[src/rtl/pattern_sync_detector.sv]
// rtl/pattern_sync_detector.sv - receive-side sync checker for the 1101000 test pattern; optional polarity auto-detect under PATSYNC_AUTO_POLARITY_EN
module pattern_sync_detector #(
    parameter int CONFIRM_PERIODS = 2,
    parameter int LOSS_THRESH     = 3,
    parameter int CNT_W           = 16
) (
    input  logic             clk,
    input  logic             reset,
    input  logic             din_valid,
    input  logic             din,
    input  logic             err_clr,
    output logic             locked,
    output logic [2:0]       phase,
    output logic             bit_err,
    output logic             lock_lost,
    output logic [CNT_W-1:0] err_count,
    output logic             inverted
);

    // Oldest bit in the MSB, so PATTERN[6 - phase] is the bit expected at phase.
    localparam logic [6:0] PATTERN = 7'b1101000;

    typedef enum logic [2:0] {
        HUNT   = 3'b001,
        VERIFY = 3'b010,
        LOCKED = 3'b100
    } state_t;

    state_t           state, state_n;
    logic [5:0]       hist, hist_n;
    logic [2:0]       fill, fill_n;
    logic [2:0]       phase_n;
    logic [7:0]       good_cnt, good_n;
    logic [7:0]       bad_cnt, bad_n;
    logic             period_err, period_err_n;
    logic             inverted_n;
    logic             locked_n;
    logic             bit_err_n;
    logic             lock_lost_n;
    logic             err_inc;
    logic [CNT_W-1:0] err_count_n;
    logic             exp_bit;
    logic             mism;
    logic [6:0]       window;
    logic [2:0]       phase_inc;

    assign exp_bit   = PATTERN[3'd6 - phase] ^ inverted;
    assign mism      = (din != exp_bit);
    assign window    = {hist, din};
    assign phase_inc = (phase == 3'd6) ? 3'd0 : phase + 3'd1;

    // State and all outputs are registered; reset forces the hunting idle state.
    always_ff @(posedge clk or negedge reset) begin
        if (!reset) begin
            state      <= HUNT;
            hist       <= '0;
            fill       <= '0;
            phase      <= '0;
            good_cnt   <= '0;
            bad_cnt    <= '0;
            period_err <= 1'b0;
            inverted   <= 1'b0;
            locked     <= 1'b0;
            bit_err    <= 1'b0;
            lock_lost  <= 1'b0;
            err_count  <= '0;
        end else begin
            state      <= state_n;
            hist       <= hist_n;
            fill       <= fill_n;
            phase      <= phase_n;
            good_cnt   <= good_n;
            bad_cnt    <= bad_n;
            period_err <= period_err_n;
            inverted   <= inverted_n;
            locked     <= locked_n;
            bit_err    <= bit_err_n;
            lock_lost  <= lock_lost_n;
            err_count  <= err_count_n;
        end
    end

    // Next-state logic: hunt for alignment, confirm clean periods, then track errors while locked.
    always_comb begin
        state_n      = state;
        hist_n       = hist;
        fill_n       = fill;
        phase_n      = phase;
        good_n       = good_cnt;
        bad_n        = bad_cnt;
        period_err_n = period_err;
        inverted_n   = inverted;
        locked_n     = locked;
        bit_err_n    = 1'b0;
        lock_lost_n  = 1'b0;
        err_inc      = 1'b0;

        if (din_valid) begin
            case (state)
                HUNT: begin
                    hist_n = window[5:0];
                    if (fill != 3'd6) begin
                        fill_n = fill + 3'd1;
                    end
                    if (fill == 3'd6 && window == PATTERN) begin
                        state_n    = VERIFY;
                        phase_n    = 3'd0;
                        good_n     = '0;
                        inverted_n = 1'b0;
`ifdef PATSYNC_AUTO_POLARITY_EN
                    end else if (fill == 3'd6 && window == ~PATTERN) begin
                        state_n    = VERIFY;
                        phase_n    = 3'd0;
                        good_n     = '0;
                        inverted_n = 1'b1;
`endif
                    end
                end
                VERIFY: begin
                    phase_n = phase_inc;
                    if (mism) begin
                        // A single miss during confirmation means the alignment was false.
                        bit_err_n  = 1'b1;
                        err_inc    = 1'b1;
                        state_n    = HUNT;
                        fill_n     = '0;
                        phase_n    = 3'd0;
                        inverted_n = 1'b0;
                    end else if (phase == 3'd6) begin
                        good_n = good_cnt + 8'd1;
                        if (good_cnt + 8'd1 == 8'(CONFIRM_PERIODS)) begin
                            state_n      = LOCKED;
                            locked_n     = 1'b1;
                            bad_n        = '0;
                            period_err_n = 1'b0;
                        end
                    end
                end
                LOCKED: begin
                    phase_n = phase_inc;
                    if (mism) begin
                        bit_err_n    = 1'b1;
                        err_inc      = 1'b1;
                        period_err_n = 1'b1;
                    end
                    if (phase == 3'd6) begin
                        period_err_n = 1'b0;
                        if (period_err || mism) begin
                            bad_n = bad_cnt + 8'd1;
                            if (bad_cnt + 8'd1 == 8'(LOSS_THRESH)) begin
                                state_n     = HUNT;
                                locked_n    = 1'b0;
                                lock_lost_n = 1'b1;
                                fill_n      = '0;
                                bad_n       = '0;
                                inverted_n  = 1'b0;
                            end
                        end else begin
                            bad_n = '0;
                        end
                    end
                end
                default: begin
                    state_n  = HUNT;
                    fill_n   = '0;
                    phase_n  = 3'd0;
                    locked_n = 1'b0;
                end
            endcase
        end

        // Clear has priority over a coincident increment; the count sticks at all-ones.
        err_count_n = err_count;
        if (err_clr) begin
            err_count_n = '0;
        end else if (err_inc && err_count != {CNT_W{1'b1}}) begin
            err_count_n = err_count + CNT_W'(1);
        end
    end

endmodule

[config.mk]
export PLATFORM = sky130hd
export DESIGN_NAME = pattern_sync_detector
export DESIGN_NICKNAME = d
export VERILOG_FILES = /design/src/rtl/pattern_sync_detector.sv
export SDC_FILE = /design/constraint.sdc
export NUM_CORES = 1
export LEC_CHECK = 0
export BUFFER_PORTS_ARGS = -buffer_cell sky130_fd_sc_hd__buf_2
export CAP_MARGIN = 40
export CORE_AREA = 2 2 81 83
export CTS_CLUSTER_SIZE = 8
export DETAILED_ROUTE_END_ITERATION = 7
export DIE_AREA = 0 0 83 85
export GPL_TIMING_DRIVEN = 0
export PLACE_DENSITY = 0.68
export SETUP_SLACK_MARGIN = 0.1
export SYNTH_ARGS = -nofsm -noshare
export SYNTH_HDL_FRONTEND = slang
export SYNTH_SLANG_ARGS = --single-unit
[constraint.sdc]
create_clock -name clk -period 3.03 [get_ports clk]
set_input_delay 0.303 -clock clk [delete_from_list [all_inputs] [get_ports clk]]
set_output_delay 0.303 -clock clk [all_outputs]
set_load 0.05 [all_outputs]
# Yosys cells after proc, flatten, opt, wreduce, memory -nomap -nowiden
# Memory sizes are Yosys's and may differ from the RTL's.
# Cells that the tools add are included.
# word_totals
n_memories	1
input_bits	5
output_inout_bits	23
romBits	8
regBits	52
word_cells	118
# op_classes
n_mux	56
reduce_logical	17
n_bitwise	2
magnitude_cmp	1
n_addsub	6
eq_ne	23
# mem_list
name	depth	width	read_ports	rd_clocked_by_memory_dff	wr	line_no	rtl
(name not given)	8	1	1	0	0	47	assign exp_bit = PATTERN[3'd6 - phase] ^ inverted;
# op_table
op	count
$mux W8	9
$mux W3	15
$mux W16	2
$pmux W8 S2	2
$pmux W3 S3	3
$mux W1	22
$ne A2 B2 Y1 const B	9
$reduce_and A6 Y1	3
$add A16 B1 Y16 const B	1
$add A8 B1 Y8 const B	2
$eq A8 B2 Y1 const B	2
$ne A16 B16 Y1 const B	1
$reduce_and A7 Y1	2
$ne A3 B3 Y1 const B	4
$eq A3 B3 Y1 const B	3
$reduce_and A8 Y1	1
$eq A7 B7 Y1 const B	1
$add A3 B1 Y3 const B	2
$pmux W1 S3	2
$reduce_bool A2 Y1	3
$reduce_and A5 Y1	1
$lt A3 B4 Y1 const B	1
$reduce_and A2 Y1	2
$eq A3 B1 Y1 const B	1
10 further kinds	11

# Longest topological paths before layout
# Gate-level depths: netlist of the first run.
# logic_depth
ltp_word	11
depth_mapped	10

# Worst setup path before layout of the first run
# Ideal clock, no wire load.
# synth_timing
path_type	register to register
from	reg phase[1]
to	reg bad_cnt[1]
arrival_ps	2396
setup_ps	125
synth_period_minus_slack_ps	2521
setup_slack_ps	509
path_stages_with_launch	10
path_buffers	4
cell_sequence	dfrtp_1 buf_6 nor2b_4 buf_6 nand3_4 or4_1 buf_2 o32ai_4 buf_6 mux2_2
# synth_via
elab_chain_len	9
# synth_lines
element	line_no	rtl
from (decl)	13	output logic [2:0] phase,
from (signal assigned)	71	phase <= phase_n;
$sub A3 B3 Y3	47	
$mem_v2 Z8 W1	n/a	
$mux W1 (not written as such)	47	
$xor A1 B1 Y1	47	
$ne A1 B1 Y1	48	assign mism = (din != exp_bit);
$logic_or A1 B1 Y1	148	if (period_err || mism) begin
$mux W8	148	
$mux W8	146	if (phase == 3'd6) begin
$pmux W8 S2	99	case (state)
to (signal assigned)	73	bad_cnt <= bad_n;
to (decl)	34	logic [7:0] bad_cnt, bad_n;
# Parallel ways exist; a longest one is shown, timed or not. The select of a mux whose other input is x is not followed.
# A chain may end at the register's enable or synchronous reset.

# Worst setup path after layout of the first run
# layout_timing
from	reg bad_cnt[0]
to	reg state[2]
# layout_via
elab_chain_len	4
# layout_lines
element	line_no	rtl
$add A8 B1 Y8	150	if (bad_cnt + 8'd1 == 8'(LOSS_THRESH)) begin
$eq A8 B2 Y1	150	
$ne A2 B2 Y1 (no line)	n/a	
$reduce_and A7 Y1 (no line)	n/a	
to (signal assigned)	68	state <= state_n;
to (decl)	29	state_t state, state_n;
# Every way passes these cells.

==> flow_summary.toml, run 1 <==
[outcome]
status = "complete, no violations"

[route]
antenna_left = 0
wl_per_cell_um = 14.53
routed_wl_mm = 6.232
firstDrtPassIters = 4
vias_per_cell = 5.816
drtIter0Drc = 162
route.detailed.drc = 0
num_vias = 2495

[layout]
synthToLayoutAreaGrowth_pct = 11.78
stdcell_area_um2 = 3337
layout.nets = 363
finalNonFillerCells = 429
drive_gt1_share_pct = 17.61
antenna_cells = 0

[floorplanning]
die_w_um = 83
core_area_um2 = 6205
pin_count = 28
dieArea_um2 = 7055
die_height_um = 85
rows = 29
start_util_pct = 48.11

[cts]
clock-sinks = 51
cts_tree = "done"
clk_latency_ns = 0.30
clockBufferDepth = 2
numCtsBuffers = 5
root_buffer = "clkbuf_8"
path_clk_slew_ns = 0.09
htreeDepth = 2

[sta]
clock.fmax_mhz = 383.7
timing.final.crit_share_pct = 86.02
final_max_slew_viol_count = 0
min_period_ns = 2.606
setup_viol = 0
final.setup_skew_ns = 0.008393
finalWorstSetupSlack_ns = 0.4235
final-hold-violation-count = 0
rsz0062_at_grt = "false"
tns_ns = 0
slew_headroom_pct = 53.36
worst_pin_slew_ns = 0.6963

[global_routing]
grt_max_degree = 30
grt_pass1_vias = 2365
grt_pass1_wl_mm = 10.98
track_usage_pct = 18.55
antenna_found_initial = 0
grt_overflow_total = 0

[placed_design]
dp.cells = 420
hpwl_mm = 4.498
gp_congestion = 0.8410
placed_area_um2 = 3227
dp_slack_ns = 0.4521
numPortBuffers = 25

[synthesis]
synth_cell_types = 56
ys_ff_latch = 51
syn-cell-area_um2 = 2985
synth_fp_nets = 329
synth_top_area_cell = "dfrtp_1"
synthCells = 317
synth_area_leaders = "dfrtp_1, o21ai_0, xor2_1, mux2_2, nor2_1"
ys.warnings.count = 0
synthArstFlopShare_pct = 100.0
synth_top_area_share_pct = 41.91
syn_avg_cell_area_um2 = 9.418
ys_seq_area_share_pct = 42.79
dominantRegCellSynth = "dfrtp_1"
synth_edf_count = 0

[setup_path]
worst-path-max-fanout = 6
crit_path_end_kind = "flop"
path_class = "reg -> reg"
cp.required_ns = 3.22
rr_worst_depth = 7
cp.arrival_ns = 2.80
start_kind = "flop"
regToRegSetupSlack_ns = 0.42

[pwr]
leakagePower_nw = 1.485
irDropWorstVdd_mv = 0.2696
pwr_density_cell_nw_per_um2 = 487.4

[hold_path]
hold_path_depth = 3
hold_class = "in -> reg"

[run]
drv_cap = 0
==> final timing paths <==
check	endpoint	from
worst max-delay path	state[2]$_DFFE_PN0P_	bad_cnt[0]$_DFFE_PN0P_
worst max register to register	state[2]$_DFFE_PN0P_	bad_cnt[0]$_DFFE_PN0P_
worst min-delay path	lock_lost$_DFF_PN0_	din_valid
min in group asynchronous	err_count[15]$_DFFE_PN0P_	reset
max in group asynchronous	state[0]$_DFFE_PN1P_	reset
worst min register to register	hist[5]$_DFFE_PN0P_	hist[5]$_DFFE_PN0P_
==> Yosys cell counts, drive strengths merged, types with 7 or more instances <==
cell,count
a21oi,10
and3,8
buf,10
clkbuf,10
dfrtp,50
ha,7
inv,11
mux2,10
nand2,19
nand3,12
nand4,14
nor2,26
nor4,10
o21ai,34
or3,9
xor2,13
==> power breakdown <==
group | total, mW | internal (mW) | switching, mW
logic | 0.366 | 0.147 | 0.219
registers | 0.833 | 0.767 | 0.0665
clock network | 0.427 | 0.209 | 0.218
total | 1.63 | 1.12 | 0.504
==> flip-flops by register name, summed over array words and instances, names as in the netlist <==
register and flops:
locked 1, lock_lost 1, phase 3, hist 6, fill 3, period_err 1
bit_err 1, good_cnt 8, bad_cnt 8, err_count 16, state 3
==> worst max-delay path, cell delays in order, from the launching register on <==
cell      delay, ns
dfrtp_1        0.42
ha_1           0.27
a311oi_1       0.30
a31o_2         0.15
nand4_1        0.15
o31ai_1        0.61
nor2b_1        0.25
mux2_2         0.35
==> cells by family after synthesis <==
logic type / synth area share [%]
AOI/OAI and AO/OA: 17.48
xor gates and xnor gates: 4.694
adders and majority gates: 2.934
buffers and inverters: 4.987
DFF: 42.79
muxes: 3.772
other: 0.1256
and+or+nand+nor: 23.22
==> layout make-up <==
type / instances / area, um^2
fillers: 573 / 2868
multi-input cells: 235 / 1559
flip-flops and latches: 51 / 1277
repair buffers: 27 / 155.1
plain buffers: 20 / 107.6
clock buffers: 8 / 100.1
well taps: 77 / 96.34
inverters: 11 / 41.29
==> placed cells by master, fill, tap and decap left out, types with 4 or more instances in the layout <==
| cell type | count |
|---|---|
| dfrtp_1 | 50 |
| buf_2 | 30 |
| o21ai_0 | 28 |
| nor2_1 | 26 |
| nand2_1 | 19 |
| nand4_1 | 13 |
| xor2_1 | 13 |
| inv_1 | 11 |
| clkbuf_1 | 11 |
| nand3_1 | 11 |
| mux2_2 | 10 |
| a21oi_1 | 10 |
| or3_1 | 9 |
| nor4_1 | 9 |
| and3_1 | 8 |
| ha_1 | 7 |
| clkbuf_8 | 7 |
| nand2b_1 | 6 |
| o21ai_1 | 6 |
| nor2b_1 | 4 |
| nor3_1 | 4 |
| a31oi_1 | 4 |
==> repair_timing <==
action | 4_1_cts | 5_1_grt
endpoints found under the hold margin | 8 | 0
gates resized for setup | 0 | 0
endpoints found under the setup margin | 0 | 0
setup buffers | 0 | 0
hold buffers | 1 | 0
==> layer usage <==
| metal | track usage (%) | routed length (um) | up-vias |
|---|---|---|---|
| li1 | - | - | 1224 |
| met1 | 25.09 | 2952 | 1224 |
| met2 | 31.45 | 3029 | 42 |
| met3 | 2.432 | 190 | 5 |
| met4 | 5.365 | 59 | 0 |
| met5 | 0 | 0 | - |
==> stage by stage <==
stage	utilization (%)	hold WS [ns]	total power [mW]
2_1_floorplan	-	0.007409	1.105
6_report	53.78	0.3398	1.627
3_3_place_gp	51.68	0.4971	1.188
5_1_grt	53.78	0.3332	1.728
4_1_cts	53.78	0.3290	1.645
3_5_place_dp	52.01	0.3242	1.214
Power figures use the tool's default switching activity.
==> run 2: changes to the inputs <==
- BUFFER_PORTS_ARGS: -buffer_cell sky130_fd_sc_hd__buf_2 -> unset
- DONT_BUFFER_PORTS: unset -> 1
- PLACE_DENSITY: 0.68 -> 0.64
==> run 2 against run 1 <==
Via count shrank 5.1%. Sequential power increased by 2%. Critical path depth grew 2. Wire length fell by 3.2%. Maximum frequency is 3.3% lower. First-iteration DRC count is 35% lower. Sequential share of layout area grew 1.1 points. Final area down 2.8%. Critical path type unchanged. Largest power group unchanged.
==> flow_summary.toml, run 2 (synthesized netlist as in run 1, its figures left out) <==
[global_routing]
grt_pass1_wl_mm = 10.77
antenna_found_initial = 0
grt_overflow_total = 0
grt_pass1_vias = 2341
track_usage_pct = 18.33
grt_max_degree = 52

[run]
drv_cap = 0

[setup_path]
worst-path-max-fanout = 10
path_class = "reg -> reg"
start_kind = "flop"
slowest_delay_ns = 0.66
crit_top_cell = "buf_6"
cp.arrival_ns = 2.90
cp.required_ns = 3.24
cp_cell_sequence = "buf_6 > nor2b_4 > buf_6 > nand3_4 > or4_1 > buf_2 > o32ai_4 > buf_6 > mux2_2"
worstReg2RegEnd = "bad_cnt[1]$_DFFE_PN0P_"
r2r_start = "phase[1]$_DFFE_PN0P_"
regToRegSetupSlack_ns = 0.33
rr_worst_depth = 9
crit_path_end_kind = "flop"
critPathSlowestCell = "dfrtp_1"

[hold_path]
holdPathEnd = "lock_lost$_DFF_PN0_"
min_from = "din_valid"
hold_path_depth = 2
hold_class = "in -> reg"

[layout]
fin_util_pct = 52.27
final_common_cell = "dfrtp_1"
top_regs = "err_count x16, bad_cnt x8, good_cnt x8"
antenna_cells = 0
layout_common_cells = "dfrtp_1, o21ai_0, nor2_1"
largest_register_ffs = 16
synthToLayoutAreaGrowth_pct = 8.634
largest-register = "err_count"
fillCellCount = 569
layout.nets = 338
drive_gt1_share_pct = 12.23

[cts]
clock-sinks = 51
htreeDepth = 2
cts_tree = "done"
numCtsBuffers = 5
clk_latency_ns = 0.31
clockBufferDepth = 2
post_cts_buffers = 0
root_buffer = "clkbuf_8"
path_clk_slew_ns = 0.10

[floorplanning]
rows = 29
die_w_um = 83
start_util_pct = 48.11
dieArea_um2 = 7055
die_height_um = 85
core_area_um2 = 6205
pin_count = 28

[sta]
slew_headroom_pct = 54.71
rsz0062_at_grt = "false"
clock.fmax_mhz = 370.9
tns_ns = 0
setup_viol = 0
finalWorstSetupSlack_ns = 0.3338
final.setup_skew_ns = 0.009506
worst_pin_slew_ns = 0.6793
timing.final.crit_share_pct = 88.98
final-hold-violation-count = 0
min_period_ns = 2.696
final_max_slew_viol_count = 0

[route]
wl_per_cell_um = 14.93
firstDrtPassIters = 4
num_vias = 2368
route.detailed.drc = 0
vias_per_cell = 5.861
antenna_left = 0
drtIter0Drc = 105
routed_wl_mm = 6.032

[placed_design]
gp_congestion = 0.8411
hpwl_mm = 4.086
numPortBuffers = 0
dp_slack_ns = 0.3303

[pwr]
leakagePower_nw = 1.362
pwr_density_cell_nw_per_um2 = 518.8
p_total_mw = 1.682
irDropWorstVdd_mv = 0.2789

[outcome]
status = "complete, no violations"
[run 2: area by class of cell]
type,count,area (um^2),area share [%]
well taps,77,96.34,2.971
plain buffers,20,107.6,3.318
clock inverters,2,35.03,1.080
inverters,11,41.29,1.273
repair buffers,2,37.54,1.157
flip-flops and latches,51,1279,39.43
multi-input cells,235,1564,48.23
clock buffers,6,82.58,2.546
[run 2: worst max-delay path by stage]
stage                               startpoint                        end  slack (ns)
after floorplan           phase[1]$_DFFE_PN0P_     bad_cnt[1]$_DFFE_PN0P_        0.51
after global placement    phase[1]$_DFFE_PN0P_     bad_cnt[1]$_DFFE_PN0P_        0.34
after detailed placement  phase[1]$_DFFE_PN0P_  err_count[15]$_DFFE_PN0P_        0.33
after CTS                 phase[1]$_DFFE_PN0P_     bad_cnt[1]$_DFFE_PN0P_        0.32
after global routing      phase[1]$_DFFE_PN0P_  err_count[15]$_DFFE_PN0P_        0.16
final                     phase[1]$_DFFE_PN0P_     bad_cnt[1]$_DFFE_PN0P_        0.33
[run 2: through the flow]
step	area, um^2	hold slack (ns)	std cells
after floorplan	2985	0.007409	317
after global placement	3082	0.009027	394
after detailed placement	3082	0.009232	394
after CTS	3237	0.1645	404
after global routing	3243	0.1781	404
final	3243	0.1801	404
[run 2: worst max-delay path: cells and delay by family (launching register included)]
kind / cells / cell delay (ns)
AO/OA/AOI/OAI: 1 / 0.25
buffers and inverters: 4 / 0.70
flip-flops: 1 / 0.66
multiplexers: 1 / 0.33
AND/OR/NAND/NOR: 3 / 0.66
[run 2: power by group]
part           leakage (nW)  total, mW  switching [mW]  internal (mW)
Clock                0.0612      0.503           0.235          0.268
Sequential            0.679      0.852          0.0856          0.766
Combinational         0.622      0.328           0.186          0.142
[run 2: timing repair]
item,in CTS,in global routing
resized for setup,0,2
endpoints found under the hold margin,51,0
setup endpoints to repair,0,2
hold buffers,2,0
[run 2: routing by layer]
layer,GRT usage (%),routed length (um),vias to the layer above
li1,-,-,1170
met1,24.17,2916,1152
met3,4.086,236,6
met4,5.961,82,0
met2,30.21,2797,40
met5,0,0,-
